==> src/rtl/chess_pkg.sv <==
// Shared definitions for the chess move checker: piece codes, colour helpers,
// reject codes, pawn move classes and the checker FSM encoding.
// Purely declarative; no logic, no latency, no flow control.
package chess_pkg;

    // Piece codes: 0 empty, 1..6 white, 7..12 black (pawn, knight, bishop, rook, queen, king)
    localparam int P_EMPTY  = 0;
    localparam int W_PAWN   = 1;
    localparam int W_KNIGHT = 2;
    localparam int W_BISHOP = 3;
    localparam int W_ROOK   = 4;
    localparam int W_QUEEN  = 5;
    localparam int W_KING   = 6;
    localparam int B_PAWN   = 7;
    localparam int B_KNIGHT = 8;
    localparam int B_BISHOP = 9;
    localparam int B_ROOK   = 10;
    localparam int B_QUEEN  = 11;
    localparam int B_KING   = 12;

    localparam logic [2:0] REJ_OK     = 3'd0;
    localparam logic [2:0] REJ_NULL   = 3'd1;
    localparam logic [2:0] REJ_GEOM   = 3'd2;
    localparam logic [2:0] REJ_BLOCK  = 3'd3;
    localparam logic [2:0] REJ_FRIEND = 3'd4;

    typedef enum logic [1:0] {
        ST_IDLE   = 2'd0,
        ST_DECODE = 2'd1,
        ST_PROBE  = 2'd2,
        ST_DONE   = 2'd3
    } state_t;

    typedef enum logic [1:0] {
        PM_NONE = 2'd0,
        PM_FWD1 = 2'd1,
        PM_FWD2 = 2'd2,
        PM_DIAG = 2'd3
    } pawn_mode_t;

    function automatic bit is_white(input int p);
        return (p >= W_PAWN) && (p <= W_KING);
    endfunction

    function automatic bit is_black(input int p);
        return (p >= B_PAWN) && (p <= B_KING);
    endfunction

    function automatic bit same_colour(input int a, input int b);
        return (is_white(a) && is_white(b)) || (is_black(a) && is_black(b));
    endfunction

endpackage

==> src/rtl/move_geometry.sv <==
// Move geometry decoder: classifies a latched request as null, illegal or legal
// and yields the walk step (sx, sy), pawn move class and number of squares k to probe.
// Purely combinational; no flow control.
// Ports: piece/org_*/dst_* request in; null_req, legal, pawn_mode, sx, sy (2-bit two's complement), k out.
module move_geometry
    import chess_pkg::*;
#(
    parameter int COORD_W = 3,
    parameter int PIECE_W = 4
)(
    input  logic [PIECE_W-1:0] piece,
    input  logic [COORD_W-1:0] org_x,
    input  logic [COORD_W-1:0] org_y,
    input  logic [COORD_W-1:0] dst_x,
    input  logic [COORD_W-1:0] dst_y,
    output logic               null_req,
    output logic               legal,
    output pawn_mode_t         pawn_mode,
    output logic [1:0]         sx,
    output logic [1:0]         sy,
    output logic [COORD_W-1:0] k
);
    localparam logic [COORD_W-1:0] W_HOME = COORD_W'(1);
    localparam logic [COORD_W-1:0] B_HOME = COORD_W'((1 << COORD_W) - 2);
    localparam logic [COORD_W:0]   D0     = '0;
    localparam logic [COORD_W:0]   D1     = (COORD_W+1)'(1);
    localparam logic [COORD_W:0]   D2     = (COORD_W+1)'(2);

    logic signed [COORD_W:0] dx, dy;
    logic [COORD_W:0]        adx, ady, dmax;
    logic                    dy_pos, dy_neg, straight, diagonal;
    int                      pc;

    always_comb begin
        pc       = int'(piece);
        dx       = $signed({1'b0, dst_x}) - $signed({1'b0, org_x});
        dy       = $signed({1'b0, dst_y}) - $signed({1'b0, org_y});
        adx      = dx[COORD_W] ? $unsigned(-dx) : $unsigned(dx);
        ady      = dy[COORD_W] ? $unsigned(-dy) : $unsigned(dy);
        dmax     = (adx > ady) ? adx : ady;
        dy_pos   = !dy[COORD_W] && (ady != D0);
        dy_neg   = dy[COORD_W];
        straight = (adx == D0) != (ady == D0);
        diagonal = (adx == ady) && (adx != D0);
        sx       = (adx == D0) ? 2'b00 : (dx[COORD_W] ? 2'b11 : 2'b01);
        sy       = (ady == D0) ? 2'b00 : (dy[COORD_W] ? 2'b11 : 2'b01);
        null_req = ((org_x == dst_x) && (org_y == dst_y)) || (pc == P_EMPTY) || (pc > B_KING);

        legal     = 1'b0;
        pawn_mode = PM_NONE;
        k         = '0;
        if (!null_req) begin
            case (pc)
                W_KNIGHT, B_KNIGHT: begin
                    legal = ((adx == D1) && (ady == D2)) || ((adx == D2) && (ady == D1));
                    k     = COORD_W'(1);
                end
                W_KING, B_KING: begin
                    legal = (dmax == D1);
                    k     = COORD_W'(1);
                end
                W_ROOK, B_ROOK: begin
                    legal = straight;
                    k     = dmax[COORD_W-1:0];
                end
                W_BISHOP, B_BISHOP: begin
                    legal = diagonal;
                    k     = dmax[COORD_W-1:0];
                end
                W_QUEEN, B_QUEEN: begin
                    legal = straight || diagonal;
                    k     = dmax[COORD_W-1:0];
                end
                W_PAWN, B_PAWN: begin
                    // Forward direction and home row depend on colour.
                    if ((pc == W_PAWN) ? dy_pos : dy_neg) begin
                        if ((adx == D0) && (ady == D1)) begin
                            pawn_mode = PM_FWD1;
                        end else if ((adx == D0) && (ady == D2) &&
                                     (org_y == ((pc == W_PAWN) ? W_HOME : B_HOME))) begin
                            pawn_mode = PM_FWD2;
                        end else if ((adx == D1) && (ady == D1)) begin
                            pawn_mode = PM_DIAG;
                        end
                    end
                    legal = (pawn_mode != PM_NONE);
                    k     = (pawn_mode == PM_FWD2) ? COORD_W'(2) : COORD_W'(1);
                end
                default: ;
            endcase
            if (!legal) begin
                k = '0;
            end
        end
    end

endmodule

==> src/rtl/move_check_engine.sv <==
// Sequential chess move checker: decodes the move, walks the path through board RAM, checks the destination.
// Latency: result 1 + (squares probed) * MEM_LAT cycles after the accepted start edge; result held until next start.
// No backpressure: start is ignored while busy; abort cancels from any non-idle state in one cycle.
// Ports: clk, reset (async high); start/abort; request piece_to_move, origin_*, destination_*;
//        RAM read via address_validator/piece_read; status busy, validate_complete, move_valid, reject_code.
module move_check_engine
    import chess_pkg::*;
#(
    parameter int COORD_W = 3,
    parameter int PIECE_W = 4,
    parameter int MEM_LAT = 1
)(
    input  logic                 clk,
    input  logic                 reset,
    input  logic                 start,
    input  logic                 abort,
    input  logic [PIECE_W-1:0]   piece_to_move,
    input  logic [COORD_W-1:0]   origin_x,
    input  logic [COORD_W-1:0]   origin_y,
    input  logic [COORD_W-1:0]   destination_x,
    input  logic [COORD_W-1:0]   destination_y,
    input  logic [PIECE_W-1:0]   piece_read,
    output logic [2*COORD_W-1:0] address_validator,
    output logic                 busy,
    output logic                 validate_complete,
    output logic                 move_valid,
    output logic [2:0]           reject_code
);
    localparam logic [1:0] LAT_LAST = 2'(MEM_LAT - 1);

    state_t               state, state_nxt;
    logic [PIECE_W-1:0]   req_piece, req_piece_nxt;
    logic [COORD_W-1:0]   req_ox, req_oy, req_tx, req_ty;
    logic [COORD_W-1:0]   req_ox_nxt, req_oy_nxt, req_tx_nxt, req_ty_nxt;
    logic [COORD_W-1:0]   remain, remain_nxt;
    logic [1:0]           lat_cnt, lat_cnt_nxt;
    logic [2*COORD_W-1:0] addr_nxt;
    logic                 busy_nxt, complete_nxt, valid_nxt;
    logic [2:0]           reject_nxt, dest_rej;

    logic                 null_req, legal;
    pawn_mode_t           pawn_mode;
    logic [1:0]           sx, sy;
    logic [COORD_W-1:0]   k, step_x, step_y, cur_x, cur_y;

    move_geometry #(.COORD_W(COORD_W), .PIECE_W(PIECE_W)) u_geom (
        .piece     (req_piece),
        .org_x     (req_ox),
        .org_y     (req_oy),
        .dst_x     (req_tx),
        .dst_y     (req_ty),
        .null_req  (null_req),
        .legal     (legal),
        .pawn_mode (pawn_mode),
        .sx        (sx),
        .sy        (sy),
        .k         (k)
    );

    assign step_x = COORD_W'($signed(sx));
    assign step_y = COORD_W'($signed(sy));
    assign cur_x  = address_validator[2*COORD_W-1:COORD_W];
    assign cur_y  = address_validator[COORD_W-1:0];

    // Verdict on the destination square's contents.
    always_comb begin
        dest_rej = REJ_OK;
        case (pawn_mode)
            PM_FWD1, PM_FWD2: if (piece_read != '0) dest_rej = REJ_BLOCK;
            PM_DIAG: begin
                if (piece_read == '0)                                          dest_rej = REJ_GEOM;
                else if (same_colour(int'(req_piece), int'(piece_read)))       dest_rej = REJ_FRIEND;
            end
            default:  if (same_colour(int'(req_piece), int'(piece_read)))      dest_rej = REJ_FRIEND;
        endcase
    end

    always_comb begin
        state_nxt     = state;
        req_piece_nxt = req_piece;
        req_ox_nxt    = req_ox;
        req_oy_nxt    = req_oy;
        req_tx_nxt    = req_tx;
        req_ty_nxt    = req_ty;
        remain_nxt    = remain;
        lat_cnt_nxt   = lat_cnt;
        addr_nxt      = address_validator;
        busy_nxt      = busy;
        complete_nxt  = validate_complete;
        valid_nxt     = move_valid;
        reject_nxt    = reject_code;

        case (state)
            ST_IDLE, ST_DONE: begin
                if (start) begin
                    state_nxt     = ST_DECODE;
                    req_piece_nxt = piece_to_move;
                    req_ox_nxt    = origin_x;
                    req_oy_nxt    = origin_y;
                    req_tx_nxt    = destination_x;
                    req_ty_nxt    = destination_y;
                    busy_nxt      = 1'b1;
                    complete_nxt  = 1'b0;
                    valid_nxt     = 1'b0;
                    reject_nxt    = REJ_OK;
                end
            end
            ST_DECODE: begin
                if (!legal) begin
                    state_nxt    = ST_DONE;
                    busy_nxt     = 1'b0;
                    complete_nxt = 1'b1;
                    reject_nxt   = null_req ? REJ_NULL : REJ_GEOM;
                end else begin
                    // Single-probe moves (knight, king, pawn fwd1/diag) go straight to the target.
                    state_nxt   = ST_PROBE;
                    remain_nxt  = k;
                    lat_cnt_nxt = '0;
                    addr_nxt    = (k == COORD_W'(1)) ? {req_tx, req_ty}
                                                     : {req_ox + step_x, req_oy + step_y};
                end
            end
            ST_PROBE: begin
                if (lat_cnt != LAT_LAST) begin
                    lat_cnt_nxt = lat_cnt + 2'd1;
                end else if (remain == COORD_W'(1)) begin
                    state_nxt    = ST_DONE;
                    addr_nxt     = '0;
                    busy_nxt     = 1'b0;
                    complete_nxt = 1'b1;
                    valid_nxt    = (dest_rej == REJ_OK);
                    reject_nxt   = dest_rej;
                end else if (piece_read != '0) begin
                    state_nxt    = ST_DONE;
                    addr_nxt     = '0;
                    busy_nxt     = 1'b0;
                    complete_nxt = 1'b1;
                    reject_nxt   = REJ_BLOCK;
                end else begin
                    remain_nxt  = remain - COORD_W'(1);
                    lat_cnt_nxt = '0;
                    addr_nxt    = {cur_x + step_x, cur_y + step_y};
                end
            end
            default: state_nxt = ST_IDLE;
        endcase

        // Abort wins over everything, including a same-cycle start.
        if (abort && (state != ST_IDLE)) begin
            state_nxt    = ST_IDLE;
            addr_nxt     = '0;
            busy_nxt     = 1'b0;
            complete_nxt = 1'b0;
            valid_nxt    = 1'b0;
            reject_nxt   = REJ_OK;
        end else if (abort) begin
            state_nxt    = ST_IDLE;
            busy_nxt     = busy;
            complete_nxt = validate_complete;
        end
    end

    always_ff @(posedge clk or posedge reset) begin
        if (reset) begin
            state             <= ST_IDLE;
            req_piece         <= '0;
            req_ox            <= '0;
            req_oy            <= '0;
            req_tx            <= '0;
            req_ty            <= '0;
            remain            <= '0;
            lat_cnt           <= '0;
            address_validator <= '0;
            busy              <= 1'b0;
            validate_complete <= 1'b0;
            move_valid        <= 1'b0;
            reject_code       <= REJ_OK;
        end else begin
            state             <= state_nxt;
            req_piece         <= req_piece_nxt;
            req_ox            <= req_ox_nxt;
            req_oy            <= req_oy_nxt;
            req_tx            <= req_tx_nxt;
            req_ty            <= req_ty_nxt;
            remain            <= remain_nxt;
            lat_cnt           <= lat_cnt_nxt;
            address_validator <= addr_nxt;
            busy              <= busy_nxt;
            validate_complete <= complete_nxt;
            move_valid        <= valid_nxt;
            reject_code       <= reject_nxt;
        end
    end

endmodule

==> config.mk <==
export PLATFORM = sky130hd
export DESIGN_NAME = move_check_engine
export DESIGN_NICKNAME = d
export VERILOG_FILES = /design/src/rtl/chess_pkg.sv /design/src/rtl/move_geometry.sv /design/src/rtl/move_check_engine.sv
export SDC_FILE = /design/constraint.sdc
export NUM_CORES = 1
export LEC_CHECK = 0
export ABC_AREA = 1
export BUFFER_PORTS_ARGS = -buffer_cell sky130_fd_sc_hd__clkbuf_2
export CORE_MARGIN = 4
export CORE_UTILIZATION = 45
export DETAILED_ROUTE_END_ITERATION = 16
export PLACE_DENSITY = 0.68
export SLEW_MARGIN = 20
export SYNTH_ARGS = -nofsm -noshare
export SYNTH_HDL_FRONTEND = slang
export SYNTH_SLANG_ARGS = --single-unit
==> constraint.sdc <==
create_clock -name clk -period 4.1 [get_ports clk]
set_input_delay 0.41 -clock clk [delete_from_list [all_inputs] [get_ports clk]]
set_output_delay 0.41 -clock clk [all_outputs]
set_load 0.01 [all_outputs]
# Yosys cells after proc, flatten, opt, wreduce, memory -nomap -nowiden
# Cells that the tools add are included.
[totals]
register_bits = 35
latch_bits = 0
mem_bits_rw = 0
mem_bits_ro = 0
in_bits = 24
output_inout_bits = 12
word_cells = 217
n_memories = 0
[op_classes]
addsub = 10
mul = 0
div_mod_pow = 0
n_lt_le_gt_ge = 10
n_eq_ne = 48
shifts = 0
muxes = 81
bitwise_logic = 0
n_reduce_logical = 55
[ops]
columns = ["cell", "n"]
rows = [
  ["$mux 2", 25],
  ["$mux 3", 15],
  ["$mux 6", 6],
  ["$mux 1", 21],
  ["$ne 3x3->1 const B", 7],
  ["$eq 4x2->1 const B", 5],
  ["$eq 4x4->1 const B", 5],
  ["$pmux 3 s3", 2],
  ["$eq 4x1->1 const B", 4],
  ["$eq 4x3->1 const B", 4],
  ["$logic_and 1x1->1", 16],
  ["$logic_not 4->1", 4],
  ["$reduce_or 2->1", 8],
  ["$add 3x3->3", 4],
  ["$mux 4", 3],
  ["$ne 4x4->1 const B", 3],
  ["$pmux 3 s2", 2],
  ["$pmux 6 s2", 1],
  ["$reduce_and 4->1", 3],
  ["$reduce_bool 4->1", 3],
  ["$eq 2x2->1 const B", 5],
  ["$reduce_and 5->1", 2],
  ["$eq 3x3->1", 3],
  ["$ge 4x1->1 const B", 2],
  ["other kinds (31)", 51],
]

# Longest topological paths before layout
[logic_depth]
ltp_word = 21
depth_mapped = 31
ltp_nobuf = 31

# Cells and area by module
# From an unflattened synthesis, not the netlist that was laid out.
[hier_totals]
hier_cells = 512
hier_area_um2 = 3552.2
[by_module_without_submodules]
columns = ["mod", "n_inst", "cells_each", "area_each_um2", "seq_area_each_um2"]
rows = [
  ["move_check_engine", 1, 297, 2411.1, 875.8],
  ["move_geometry", 1, 215, 1141.1, 0.0],
]

# Worst setup path after synthesis
# No wires, ideal clock.
[synth_path]
path_kind = "reg2reg"
from = "reg req_ty[0]"
to = "reg busy"
setup_ns = 0.117
arrival_ns = 3.354
t_required_ns = 3.983
setup_slack_ns = 0.629
path_stages_with_launch = 28
n_path_buf = 0
synth_period_minus_slack_ns = 3.471
path_cell_list = "dfrtp_1 inv_1 ha_1 inv_1 fa_1 inv_1 ha_1 nand2_4 nand2_4 inv_1 ha_1 nand2_1 nor2_1 inv_1 nand2_1 nand2_1 nand2_1 nor2_1 nand3_1 nand2_1 nor2_2 nand3_4 nand4_1 nand3_2 inv_2 nand2_2 nand2_1 nand2_1"
[synth_between]
elab_chain_len = 17
word_cells_on_any_way = 40
classes_between = "add/sub: 2; order compare: 1; eq/ne: 7; mux: 12; reduce/logical: 18"
[synth_lines]
columns = ["item", "line", "rtl"]
rows = [
  ["start: declaration", "move_check_engine.sv:33", "logic [COORD_W-1:0] req_ox, req_oy, req_tx, req_ty;"],
  ["start signal: assignment", "move_check_engine.sv:184", "req_ty <= req_ty_nxt;"],
  ["$sub 3x3->4", "move_geometry.sv:37", "dy = $signed({1'b0, dst_y}) - $signed({1'b0, org_y});"],
  ["$neg 4->4", "move_geometry.sv:39", "ady = dy[COORD_W] ? $unsigned(-dy) : $unsigned(dy);"],
  ["$mux 4", "move_geometry.sv:39", ""],
  ["$eq 4x1->1 / $eq 4x2->1 (equally long branches)", "n/a", ""],
  ["$logic_and 1x1->1 (on tied branches)", "move_geometry.sv:82, move_geometry.sv:79", ""],
  ["$mux 2 / $logic_and 1x1->1 (equally long branches)", "move_geometry.sv:82, move_geometry.sv:79", ""],
  ["$mux 2", "move_geometry.sv:79", "end else if ((adx == D0) && (ady == D2) &&"],
  ["$mux 2", "move_geometry.sv:77", "if ((adx == D0) && (ady == D1)) begin"],
  ["$mux 2", "move_geometry.sv:76", "if ((pc == W_PAWN) ? dy_pos : dy_neg) begin"],
  ["$mux 2", "move_geometry.sv:53", "case (pc)"],
  ["$mux 2", "move_geometry.sv:52", "if (!null_req) begin"],
  ["$reduce_bool 2->1", "move_geometry.sv:86", "legal = (pawn_mode != PM_NONE);"],
  ["$pmux 1 s6", "move_geometry.sv:53", ""],
  ["$mux 1", "move_geometry.sv:52", ""],
  ["$mux 1 *", "move_geometry.sv:52", ""],
  ["$ne 3x3->1 (no line) *", "n/a", ""],
  ["$reduce_and 5->1 (no line) *", "n/a", ""],
  ["end signal: assignment", "move_check_engine.sv:188", "busy <= busy_nxt;"],
  ["end: declaration", "move_check_engine.sv:24", "output logic busy,"],
]
# Every way passes the cells marked *; elsewhere a longest branch is shown, timed or not. The select of a mux whose other input is x is not followed.
# A chain may end at the register's enable or synchronous reset.

# Worst setup path after layout
[layout_path]
from = "reg req_ty[0]"
to = "reg remain[0]"
[layout_between]
elab_chain_len = 18
word_cells_on_any_way = 47
classes_between = "add/sub: 2; order compare: 1; eq/ne: 8; mux: 18; reduce/logical: 18"
[layout_lines]
columns = ["item", "line", "rtl"]
rows = [
  ["$sub 3x3->4", "move_geometry.sv:37", ""],
  ["$neg 4->4", "move_geometry.sv:39", ""],
  ["$mux 4", "move_geometry.sv:39", ""],
  ["$eq 4x1->1 / $eq 4x2->1 (equally long branches)", "n/a", ""],
  ["$logic_and 1x1->1 (on tied branches)", "move_geometry.sv:82, move_geometry.sv:79", ""],
  ["$mux 2 / $logic_and 1x1->1 (equally long branches)", "move_geometry.sv:82, move_geometry.sv:79", ""],
  ["$mux 2", "move_geometry.sv:79", ""],
  ["$mux 2", "move_geometry.sv:77", ""],
  ["(+2 left out)", "n/a", ""],
  ["$mux 2", "move_geometry.sv:52", ""],
  ["$eq 2x2->1 / $reduce_bool 2->1 (equally long branches)", "move_geometry.sv:87, move_geometry.sv:86", ""],
  ["$mux 2 / $pmux 1 s6 (equally long branches)", "move_geometry.sv:87, move_geometry.sv:53", ""],
  ["$pmux 3 s3 / $mux 1 (equally long branches)", "move_geometry.sv:53, move_geometry.sv:52", ""],
  ["$mux 3", "move_geometry.sv:91", "if (!legal) begin"],
  ["$mux 3", "move_geometry.sv:52", ""],
  ["$mux 3", "move_check_engine.sv:109", "if (!legal) begin"],
  ["$pmux 3 s2", "move_check_engine.sv:93", "case (state)"],
  ["end signal: assignment", "move_check_engine.sv:185", "remain <= remain_nxt;"],
  ["end: declaration", "move_check_engine.sv:35", "logic [COORD_W-1:0] remain, remain_nxt;"],
]
# Parallel ways exist; a longest one is shown, timed or not. The select of a mux whose other input is x is not followed.

==> impl_metrics.py <==
metrics = {
    "outcome": {
        "status": "completed",
    },
    "detailed_routing": {
        "drt_iter0_markers": 178,
        "dr.pass1.iters": 5,
        "vias": 3135,
        "routedWlPerCell_um": 12.5,
        "drtAntennaViolNets": 0,
        "drc_errors": 0,
        "vias_per_cell": 5.09,
        "finalWirelength_mm": 7.71,
    },
    "clock_network": {
        "cts_root_buffer": "clkbuf_8",
        "cts.path.max_buffers": 2,
        "cts.sinks": 35,
        "cts_setup_buffers": 0,
        "clk_latency_ns": 0.29,
        "cts_buffers": 5,
        "clk_pin_slew_worst_paths_ns": 0.08,
        "cts_resized": 0,
        "cts_tree": "yes",
        "hold_buffers": 0,
        "htree_levels": 2,
    },
    "synthesis": {
        "syn_inst": 477,
        "synth.largest_area_cell": "dfrtp_1",
        "ys_seq_area_share_pct": 25.9,
        "synth.distinct_cells": 35,
        "post_synth.cell_area_avg_um2": 7.09,
        "yosysTopAreaCellShare_pct": 25.9,
        "ys_seq_elements": 35,
        "ys_warn_count": 0,
        "yosys-top-cells-area": "dfrtp_1 (26%), nand2_1 (13%), ha_1 (9.2%), inv_1 (7.4%), nor2_1 (5.8%)",
        "synth_async_sr_flop_share_pct": 100,
        "netlist_area_um2": 3380,
        "synth-main-ff-cell": "dfrtp_1",
        "synth_edf_count": 0,
        "syn_nets": 532,
    },
    "critical_path": {
        "arrival_ns": 3.99,
        "path_max_fanout": 5,
        "slowest_delay_ns": 0.56,
        "crit_path_end_kind": "register",
        "critPathTopFamily": "simple AND/OR/NAND/NOR gates",
        "r2r-end": "remain[0]",
        "crit_buf_inv": 6,
        "reg2reg_depth": 29,
        "r2r_slack_ns": 0.28,
        "cp-endpoint": "remain[0]",
        "cp-start-kind": "register",
        "crit_path_start": "req_ty[0]",
        "cp_common_cell": "nand2_1",
        "worst-setup-path-type": "reg2reg",
        "slowest_stage": "fa_2",
        "worstPathRequired_ns": 4.27,
        "cp.depth": 29,
        "r2r_start": "req_ty[0]",
    },
    "sta": {
        "post-route-min-period_ns": 3.82,
        "worst_slew_pin_slew_ns": 0.856,
        "final_hold_viol_count": 0,
        "period_share_pct": 93.2,
        "setup_viol": 0,
        "tns_ns": 0,
        "max-slew-margin-rel_pct": 42.8,
        "fin_worst_skew_ns": 0.00762,
        "max_freq_mhz": 262,
        "rsz0062_at_grt": "false",
        "maxSlewViolCount": 0,
    },
    "floorplan": {
        "start_util_pct": 46.4,
        "rows": 31,
        "core_area_um2": 7290,
        "fp.dieH_um": 94.7,
        "die_area_um2": 8970,
        "io-pin-count": 36,
        "fp.dieW_um": 94.7,
    },
    "global_route": {
        "antenna_found_initial": 0,
        "met3_usage_pct": 4.38,
        "grtUsageTotal_pct": 18.6,
        "grt_overflow_total": 0,
        "grt_pass1_vias": 2991,
        "top_usage_layer": "met2",
        "grt_max_degree": 36,
        "met2_usage_pct": 32.6,
        "grt_pass1_wl_mm": 13.3,
        "grt_util_met1_pct": 23.1,
    },
    "flow_run": {
        "drv_cap": 0,
    },
    "layout": {
        "final_layout_size_suffix_gt1_share_pct": 21.1,
        "nNetsFinal": 571,
        "syn2layout_area_growth_pct": 12.6,
        "antenna_cells": 0,
    },
    "hold_path": {
        "hp-class": "in2async",
    },
    "place": {
        "place_congestion": 0.918,
        "portBuffers": 35,
        "hpwl_mm": 6.10,
    },
}
==> state kept, by name (all words and copies together) (netlist names), 3 cells and up <==
| register | flops |
|---|---|
| address_validator | 6 |
| req_piece | 4 |
| reject_code | 3 |
| remain | 3 |
| req_ox | 3 |
| req_oy | 3 |
| req_tx | 3 |
| req_ty | 3 |
==> final cells by class <==
class / instances / area [um^2]
inverter: 72 / 270
timing repair buffer: 36 / 183
sequential: 35 / 877
tap: 99 / 124
clock buffer: 8 / 100
fill: 765 / 3480
multi-input combinational: 366 / 2250
==> cell usage after synthesis, types with 6 or more instances <==
library cell / n
a21oi_1: 21
o21ai_0: 22
nor2_1: 52
inv_1: 67
mux2_2: 7
dfrtp_1: 35
nand2_2: 14
ha_1: 25
xor2_1: 7
nand3_1: 35
nand2_1: 120
nand2_4: 7
fa_1: 6
nand3_2: 8
==> worst min path at each step <==
stage | startpoint | endpoint
detailed placement | busy | busy
floorplan | lat_cnt[0] | lat_cnt[0]
global route | reset | address_validator[5]
global placement | validate_complete | validate_complete
CTS | reset | address_validator[5]
finish | reset | address_validator[4]
==> cells by family after synthesis <==
| family | after synthesis | share of synthesized area, % |
|---|---|---|
| AOI/OAI and AO/OA | 61 | 9.80 |
| xor gates and xnor gates | 9 | 2.33 |
| adders and majority gates | 31 | 12.8 |
| and+or+nand+nor | 258 | 38.4 |
| muxes | 7 | 2.33 |
| buffers and inverters | 76 | 8.43 |
| DFF | 35 | 25.9 |
==> worst reg2reg max path, delay by kind of cell (launching register included) <==
family,cells,cell delay (ns)
flops,1,0.40
simple gates,17,1.46
compound gates,2,0.21
buf+inv,6,0.41
fa+ha+maj,4,1.21
==> routing by layer <==
layer	share of wire, %	routed length (um)
met5	0	0
met4	0.99	76
met3	4.7	366
met2	49	3760
met1	45	3500
==> layout by cell type (no fill, tap or decap), types with 2 or more instances in the layout <==
cell      Yosys  layout
nand2_1     120     118
inv_1        67      66
nor2_1       52      51
nand3_1      35      35
clkbuf_2      0      35
dfrtp_1      35      34
ha_1         25      23
o21ai_0      22      21
a21oi_1      21      20
nand2_2      14      16
nand3_2       8       8
nand2_4       7       7
mux2_2        7       7
xor2_1        7       7
clkbuf_8      0       7
o21ai_1       5       6
nor2_4        4       5
nor2_2        5       5
nand3_4       5       5
inv_2         4       5
fa_1          6       5
o22ai_1       4       4
a31oi_1       3       3
o21bai_1      2       2
nand4_1       2       2
xnor2_1       2       2
nand3b_1      2       2
==> per-stage QoR <==
| stage | hold slack, ns | utilization (%) | setup slack [ns] | std cells | cell area [um^2] |
|---|---|---|---|---|---|
| 2_1_floorplan | 0.459 | - | 0.629 | 477 | 3380 |
| 3_3_place_gp | 0.454 | 50.4 | 0.302 | 608 | 3670 |
| 3_5_place_dp | 0.457 | 50.4 | 0.231 | 608 | 3670 |
| 4_1_cts | 0.204 | 51.8 | 0.205 | 616 | 3770 |
| 5_1_grt | 0.219 | 52.2 | 0.00396 | 616 | 3810 |
| 6_report | 0.186 | 52.2 | 0.277 | 616 | 3810 |
Power is left out: the tool's default activity adds up to more than one toggle a clock period on the data nets, which glitch-free logic cannot reach.
